[src/rtl/mult32_seq_pkg.sv]
// Shared definitions for the iterative shift-add multiplier: operand width,
// FSM state codes and the two's-complement helpers used on operands and results.
package mult32_seq_pkg;

  localparam int unsigned WIDTH = 32;
  localparam int unsigned CNT_W = $clog2(WIDTH);

  typedef enum logic [1:0] {
    S_IDLE = 2'b00,
    S_RUN  = 2'b01,
    S_FIX  = 2'b10
  } state_e;

  function automatic logic [WIDTH-1:0] twoscomp32(input logic [WIDTH-1:0] x);
    return ~x + WIDTH'(1);
  endfunction

  function automatic logic [2*WIDTH-1:0] twoscomp64(input logic [2*WIDTH-1:0] x);
    return ~x + (2*WIDTH)'(1);
  endfunction

endpackage

[src/rtl/mult32_seq_if.sv]
// Request/response bundle between the control unit (master) and the multiplier (slave).
interface mult32_seq_if;
  import mult32_seq_pkg::*;

  logic             START;
  logic             SIGNED;
  logic [WIDTH-1:0] A;
  logic [WIDTH-1:0] B;
  logic             BUSY;
  logic             DONE;
  logic [WIDTH-1:0] HI;
  logic [WIDTH-1:0] LO;

  modport master (
    output START, SIGNED, A, B,
    input  BUSY, DONE, HI, LO
  );

  modport slave (
    input  START, SIGNED, A, B,
    output BUSY, DONE, HI, LO
  );

endinterface

[src/rtl/mult32_step.sv]
// One shift-add step: conditionally add the multiplicand into the accumulator,
// then shift {carry, acc, mplier} right by one bit.
module mult32_step
  import mult32_seq_pkg::*;
(
  input  logic [WIDTH-1:0] acc_i,
  input  logic [WIDTH-1:0] mplier_i,
  input  logic [WIDTH-1:0] mcand_i,
  output logic [WIDTH-1:0] acc_o,
  output logic [WIDTH-1:0] mplier_o
);

  logic [WIDTH:0] sum;

  always_comb begin
    sum      = {1'b0, acc_i} + (mplier_i[0] ? {1'b0, mcand_i} : '0);
    acc_o    = sum[WIDTH:1];
    mplier_o = {sum[0], mplier_i[WIDTH-1:1]};
  end

endmodule

[src/rtl/mult32_seq.sv]
// Iterative 32x32 -> 64 multiplier (signed or unsigned): magnitudes are multiplied
// over 32 shift-add steps, then the sign is applied in a single fix-up cycle.
module mult32_seq
  import mult32_seq_pkg::*;
(
  input  logic        CLK,
  input  logic        RESET,
  mult32_seq_if.slave bus
);

  state_e           state_q, state_d;
  logic [CNT_W-1:0] cnt_q, cnt_d;
  logic [WIDTH-1:0] mcand_q, mcand_d;
  logic [WIDTH-1:0] acc_q, acc_d;
  logic [WIDTH-1:0] mplier_q, mplier_d;
  logic             neg_q, neg_d;
  logic [WIDTH-1:0] hi_q, hi_d;
  logic [WIDTH-1:0] lo_q, lo_d;
  logic             done_q, done_d;

  logic [WIDTH-1:0] step_acc, step_mplier;

  mult32_step u_step (
    .acc_i    (acc_q),
    .mplier_i (mplier_q),
    .mcand_i  (mcand_q),
    .acc_o    (step_acc),
    .mplier_o (step_mplier)
  );

  always_ff @(posedge CLK or posedge RESET) begin
    if (RESET) begin
      state_q <= S_IDLE;
    end else begin
      state_q <= state_d;
    end
  end

  always_comb begin
    state_d = state_q;
    case (state_q)
      S_IDLE:  if (bus.START) state_d = S_RUN;
      S_RUN:   if (cnt_q == CNT_W'(WIDTH-1)) state_d = S_FIX;
      S_FIX:   state_d = S_IDLE;
      default: state_d = S_IDLE;
    endcase
  end

  always_comb begin
    bus.BUSY = (state_q != S_IDLE);
    bus.DONE = done_q;
    bus.HI   = hi_q;
    bus.LO   = lo_q;
  end

  // Datapath next-state; the FSM state register above selects which update applies.
  always_comb begin
    cnt_d    = cnt_q;
    mcand_d  = mcand_q;
    acc_d    = acc_q;
    mplier_d = mplier_q;
    neg_d    = neg_q;
    hi_d     = hi_q;
    lo_d     = lo_q;
    done_d   = (state_q == S_FIX);
    case (state_q)
      S_IDLE: begin
        if (bus.START) begin
          mcand_d  = (bus.SIGNED & bus.A[WIDTH-1]) ? twoscomp32(bus.A) : bus.A;
          mplier_d = (bus.SIGNED & bus.B[WIDTH-1]) ? twoscomp32(bus.B) : bus.B;
          neg_d    = bus.SIGNED & (bus.A[WIDTH-1] ^ bus.B[WIDTH-1]);
          acc_d    = '0;
          cnt_d    = '0;
        end
      end
      S_RUN: begin
        acc_d    = step_acc;
        mplier_d = step_mplier;
        cnt_d    = cnt_q + CNT_W'(1);
      end
      S_FIX: begin
        {hi_d, lo_d} = neg_q ? twoscomp64({acc_q, mplier_q}) : {acc_q, mplier_q};
      end
      default: ;
    endcase
  end

  always_ff @(posedge CLK or posedge RESET) begin
    if (RESET) begin
      cnt_q    <= '0;
      mcand_q  <= '0;
      acc_q    <= '0;
      mplier_q <= '0;
      neg_q    <= 1'b0;
      hi_q     <= '0;
      lo_q     <= '0;
      done_q   <= 1'b0;
    end else begin
      cnt_q    <= cnt_d;
      mcand_q  <= mcand_d;
      acc_q    <= acc_d;
      mplier_q <= mplier_d;
      neg_q    <= neg_d;
      hi_q     <= hi_d;
      lo_q     <= lo_d;
      done_q   <= done_d;
    end
  end

endmodule

[src/flat_wrapper.sv]
// flat-port wrapper written by rule: the top's interface ports become plain ports
module mult32_seq_flat import mult32_seq_pkg::*;
  (CLK, RESET, bus_START, bus_SIGNED, bus_A, bus_B, bus_BUSY, bus_DONE, bus_HI, bus_LO);
  mult32_seq_if bus_i ();
  input  logic CLK;
  input  logic RESET;
  input wire logic [$bits(bus_i.START)-1:0] bus_START;
  input wire logic [$bits(bus_i.SIGNED)-1:0] bus_SIGNED;
  input wire logic [$bits(bus_i.A)-1:0] bus_A;
  input wire logic [$bits(bus_i.B)-1:0] bus_B;
  output wire logic [$bits(bus_i.BUSY)-1:0] bus_BUSY;
  output wire logic [$bits(bus_i.DONE)-1:0] bus_DONE;
  output wire logic [$bits(bus_i.HI)-1:0] bus_HI;
  output wire logic [$bits(bus_i.LO)-1:0] bus_LO;
  assign bus_i.START = bus_START;
  assign bus_i.SIGNED = bus_SIGNED;
  assign bus_i.A = bus_A;
  assign bus_i.B = bus_B;
  assign bus_BUSY = bus_i.BUSY;
  assign bus_DONE = bus_i.DONE;
  assign bus_HI = bus_i.HI;
  assign bus_LO = bus_i.LO;
  mult32_seq u_core (.CLK(CLK), .RESET(RESET), .bus(bus_i));
endmodule
[config.mk]
export PLATFORM = sky130hd
export DESIGN_NAME = mult32_seq_flat
export DESIGN_NICKNAME = d
export VERILOG_FILES = /design/src/rtl/mult32_seq_pkg.sv /design/src/rtl/mult32_seq_if.sv /design/src/rtl/mult32_step.sv /design/src/rtl/mult32_seq.sv /design/src/flat_wrapper.sv
export SDC_FILE = /design/constraint.sdc
export NUM_CORES = 1
export LEC_CHECK = 0
export CAP_MARGIN = 20
export CORE_MARGIN = 3
export CORE_UTILIZATION = 55
export CTS_BUF_LIST = sky130_fd_sc_hd__clkbuf_8
export CTS_CLUSTER_DIAMETER = 50
export CTS_CLUSTER_SIZE = 28
export DETAILED_ROUTE_END_ITERATION = 7
export GPL_TIMING_DRIVEN = 0
export HOLD_SLACK_MARGIN = 0.06
export PLACE_DENSITY = 0.79
export SLEW_MARGIN = 20
export SYNTH_ARGS = -nofsm -noshare
export SYNTH_HDL_FRONTEND = slang
export SYNTH_SLANG_ARGS = --single-unit
[constraint.sdc]
create_clock -name CLK -period 12.6 [get_ports CLK]
set_clock_uncertainty 0.1 [all_clocks]
set_input_delay 2.52 -clock CLK [delete_from_list [all_inputs] [get_ports CLK]]
set_output_delay 2.52 -clock CLK [all_outputs]
set_load 0.005 [all_outputs]
==> flow_summary.yaml <==
synth:
  seq_area_frac_synth_pct: 38.9
  async_flop_share_pct: 100
  syn-instance-count: 1257
  yosys.cell_types.count: 71
  ys_seq_elements: 169
  syn_area_um2: 10900
  yosysTopAreaCell: "dfrtp_1"
  yosysWarnings: 0
  synth_edf_count: 0
  synth.top_cells.by_count: "195 x o21ai_0, 172 x nand2_1, 169 x dfrtp_1"
  synth_fp_nets: 1363
  yosysMostFrequentCell: "o21ai_0"
  synth_top_cells_by_area: "dfrtp_1 39%, o21ai_0 9.0%, xor2_1 7.4%"
  syn_avg_cell_area_um2: 8.65
  synth_top_area_share_pct: 38.9
  synth_ff_type: "dfrtp_1"
detailed_routing:
  wl_per_cell_um: 18.3
  wl_met2_um: 13600
  viasPerCell: 5.94
  postRouteAntennaNets: 0
  routed.top_layer: "met4"
  via_count: 9996
  drt_first_iter_violations: 756
  wl_met3_um: 2350
  first_pass_iters: 8
  routed_wirelength_um: 30900
  met1Wirelength_um: 14200
  drc: 0
grt:
  grt_overflow_total: 0
  grt_max_degree: 100
  grt_pass1_vias: 9471
  track_usage_pct: 28.3
  antenna_found_initial: 0
  grt_pass1_wl_um: 48900
hold_path:
  hold_class: "flip-flop to flip-flop"
  holdPathStages: 2
  worstHoldStart: "u_core.mcand_q[7]"
  whs_endpoint: "u_core.mcand_q[7]"
die:
  core_area_um2: 19100
  io-pin-count: 134
  start_util_pct: 57.0
  dieArea_um2: 21500
  rows: 50
  dieWidth_um: 147
  dieHeight_um: 147
pwr:
  cellPowerDensity_nw_per_um2: 210
  ir_drop_v: 0.0000950
  p_leak_nw: 5.38
critical_path:
  cp-end-kind: "flip-flop"
  critPathLaunch: "bus_B[10]"
  worstSetupPathType: "input pin to flip-flop"
  critPathBufInv: 1
  rr_startpoint: "u_core.mplier_q[0]"
  arrival_ps: 5400
  required_ps: 12910
  path_cells: "clkdlybuf4s50_1, or4_1, nor3_1, nand2_1, nor3b_1, nor4bb_1, o211ai_1, nand3_1"
  critPathMaxStageDelay_ps: 720
  cp_top_family: "simple AND/OR/NAND/NOR gates"
  worst-path-max-fanout: 7
  start_kind: "input pin"
  timing.rr.end: "u_core.acc_q[25]"
  crit_slowest_cell: "nor3b_1"
  reg2reg_setup_slack_ps: 8600
  reg2regPathDepth: 12
clock_network:
  cts.path.max_buffers: 2
  insertion_delay_ps: 480
  root_buffer: "clkbuf_8"
  htree_levels: 4
  clkSinkCount: 169
  cts_resized: 0
  numCtsBuffers: 17
  cts_tree: "built"
  ctsHoldBuffers: 0
  cts_setup_buffers: 0
  cts.clk_slew.worst_paths_ps: 100
finish:
  area_growth_pct: 19.3
  antennaDiodeCount: 0
  layout-drive-gt1-share_pct: 4.36
  num-fill-cells: 1637
  layout.cells.non_filler: 1683
  final_area_um2: 13000
  nNetsFinal: 1516
sta:
  setup_violations: 0
  hold_viol_final: 0
  min_period_ps: 5090
  fin_tns_setup_ps: 0
  rsz0062_at_grt: "false"
  max_freq_ghz: 0.196
  period_share_pct: 40.4
  worst_pin_slew_ps: 852
  drv_slew: 0
  max_slew_margin_pct: 43.1
place:
  place_area_um2: 12600
  portBuffers: 133
  place.gp.congestion: 0.950
  dp_hpwl_um: 24400
  dp_cells: 1651
run:
  drv_cap: 0
outcome:
  status: "finished clean"
==> cell type report <==
type                       instances  area [um^2]  area share (%)
timing repair buffer             134         1360            10.5
tap                              260          325            2.51
buffer                            67          251            1.94
clock inverter                    15          169            1.30
clock buffer                      17          234            1.80
inverter                          22         90.1           0.695
sequential                       169         4230            32.6
multi-input combinational        999         6310            48.7
==> flip-flops by register name, summed over array words and instances, names as in the netlist <==
signal	flops
u_core.cnt_q	5
u_core.bus.HI	32
u_core.mcand_q	32
u_core.mplier_q	32
u_core.neg_q	1
u_core.acc_q	32
u_core.state_q	2
u_core.bus.LO	32
u_core.bus.DONE	1
==> worst max-delay path by stage <==
stage	slack [ps]	depth (start not counted)	endpoint
detailed placement	7090	8	u_core.mplier_q[31]
floorplan	5400	1	u_core.acc_q[0]
global route	7350	8	u_core.mplier_q[31]
finish	7510	8	u_core.mplier_q[31]
global placement	3300	2	u_core.mcand_q[9]
CTS	7590	8	u_core.mplier_q[31]
==> power by group <==
part	internal (mW)	switching, mW	leakage [nW]	total, mW
clock network	0.181	0.222	0.209	0.403
registers	0.733	0.259	2.03	0.992
logic	0.554	0.770	3.15	1.32
total	1.47	1.25	5.38	2.72
==> cells in the final DEF, fill, tap and decap left out, types with 4 or more instances in the layout <==
master,n
o21ai_0,195
nand2_1,172
dfrtp_1,169
clkdlybuf4s50_1,133
xor2_1,92
clkbuf_1,63
nor2_1,59
a21oi_1,54
xnor2_1,46
nand3_1,39
ha_1,37
and2_1,36
o31ai_1,29
a22oi_1,28
inv_1,22
nor3_1,19
clkbuf_8,17
nor4_1,15
o41ai_1,13
or3_1,12
a21o_1,12
nand2b_1,9
nand4_1,9
o21ai_1,9
and3_1,8
or4_1,7
nor2b_1,7
o211ai_1,7
o21a_1,7
or4_4,6
o41ai_2,5
a211oi_1,5
a31oi_1,4
buf_1,4
or2_2,4
==> kinds of logic after synthesis <==
kind of cell,count (synthesis),share of synthesized area [%]
and+or+nand+nor,425,20.0
AOI/OAI and AO/OA,394,22.1
DFF,169,38.9
xor gates and xnor gates,138,11.1
buffers and inverters,89,3.07
adders and majority gates,38,4.44
muxes,4,0.380
==> stage by stage <==
stage | power, mW | util (%) | worst slack, ps | hold slack (ps)
6_report | 2.72 | 68.0 | 7510 | 384
5_1_grt | 2.92 | 68.0 | 7350 | 406
4_1_cts | 2.70 | 68.0 | 7590 | 387
3_5_place_dp | 2.30 | 65.9 | 7090 | 364
3_3_place_gp | 2.26 | 65.7 | 3300 | 354
2_1_floorplan | 1.86 | - | 5400 | 338
==> metal layers <==
metal	global-route usage, %	vias up
li1	-	4831
met1	40.1	4754
met2	44.3	364
met3	5.34	47
met4	8.94	0
met5	0	-
==> worst register-to-register path: cells and delay by family (launching register included) <==
family	cells	cell delay [ps]
AOI/OAI and AO/OA	6	1670
and+or+nand+nor	2	420
buffers and inverters	2	470
adders and majority gates	2	600
DFF	1	620
Power figures use the tool's default switching activity.
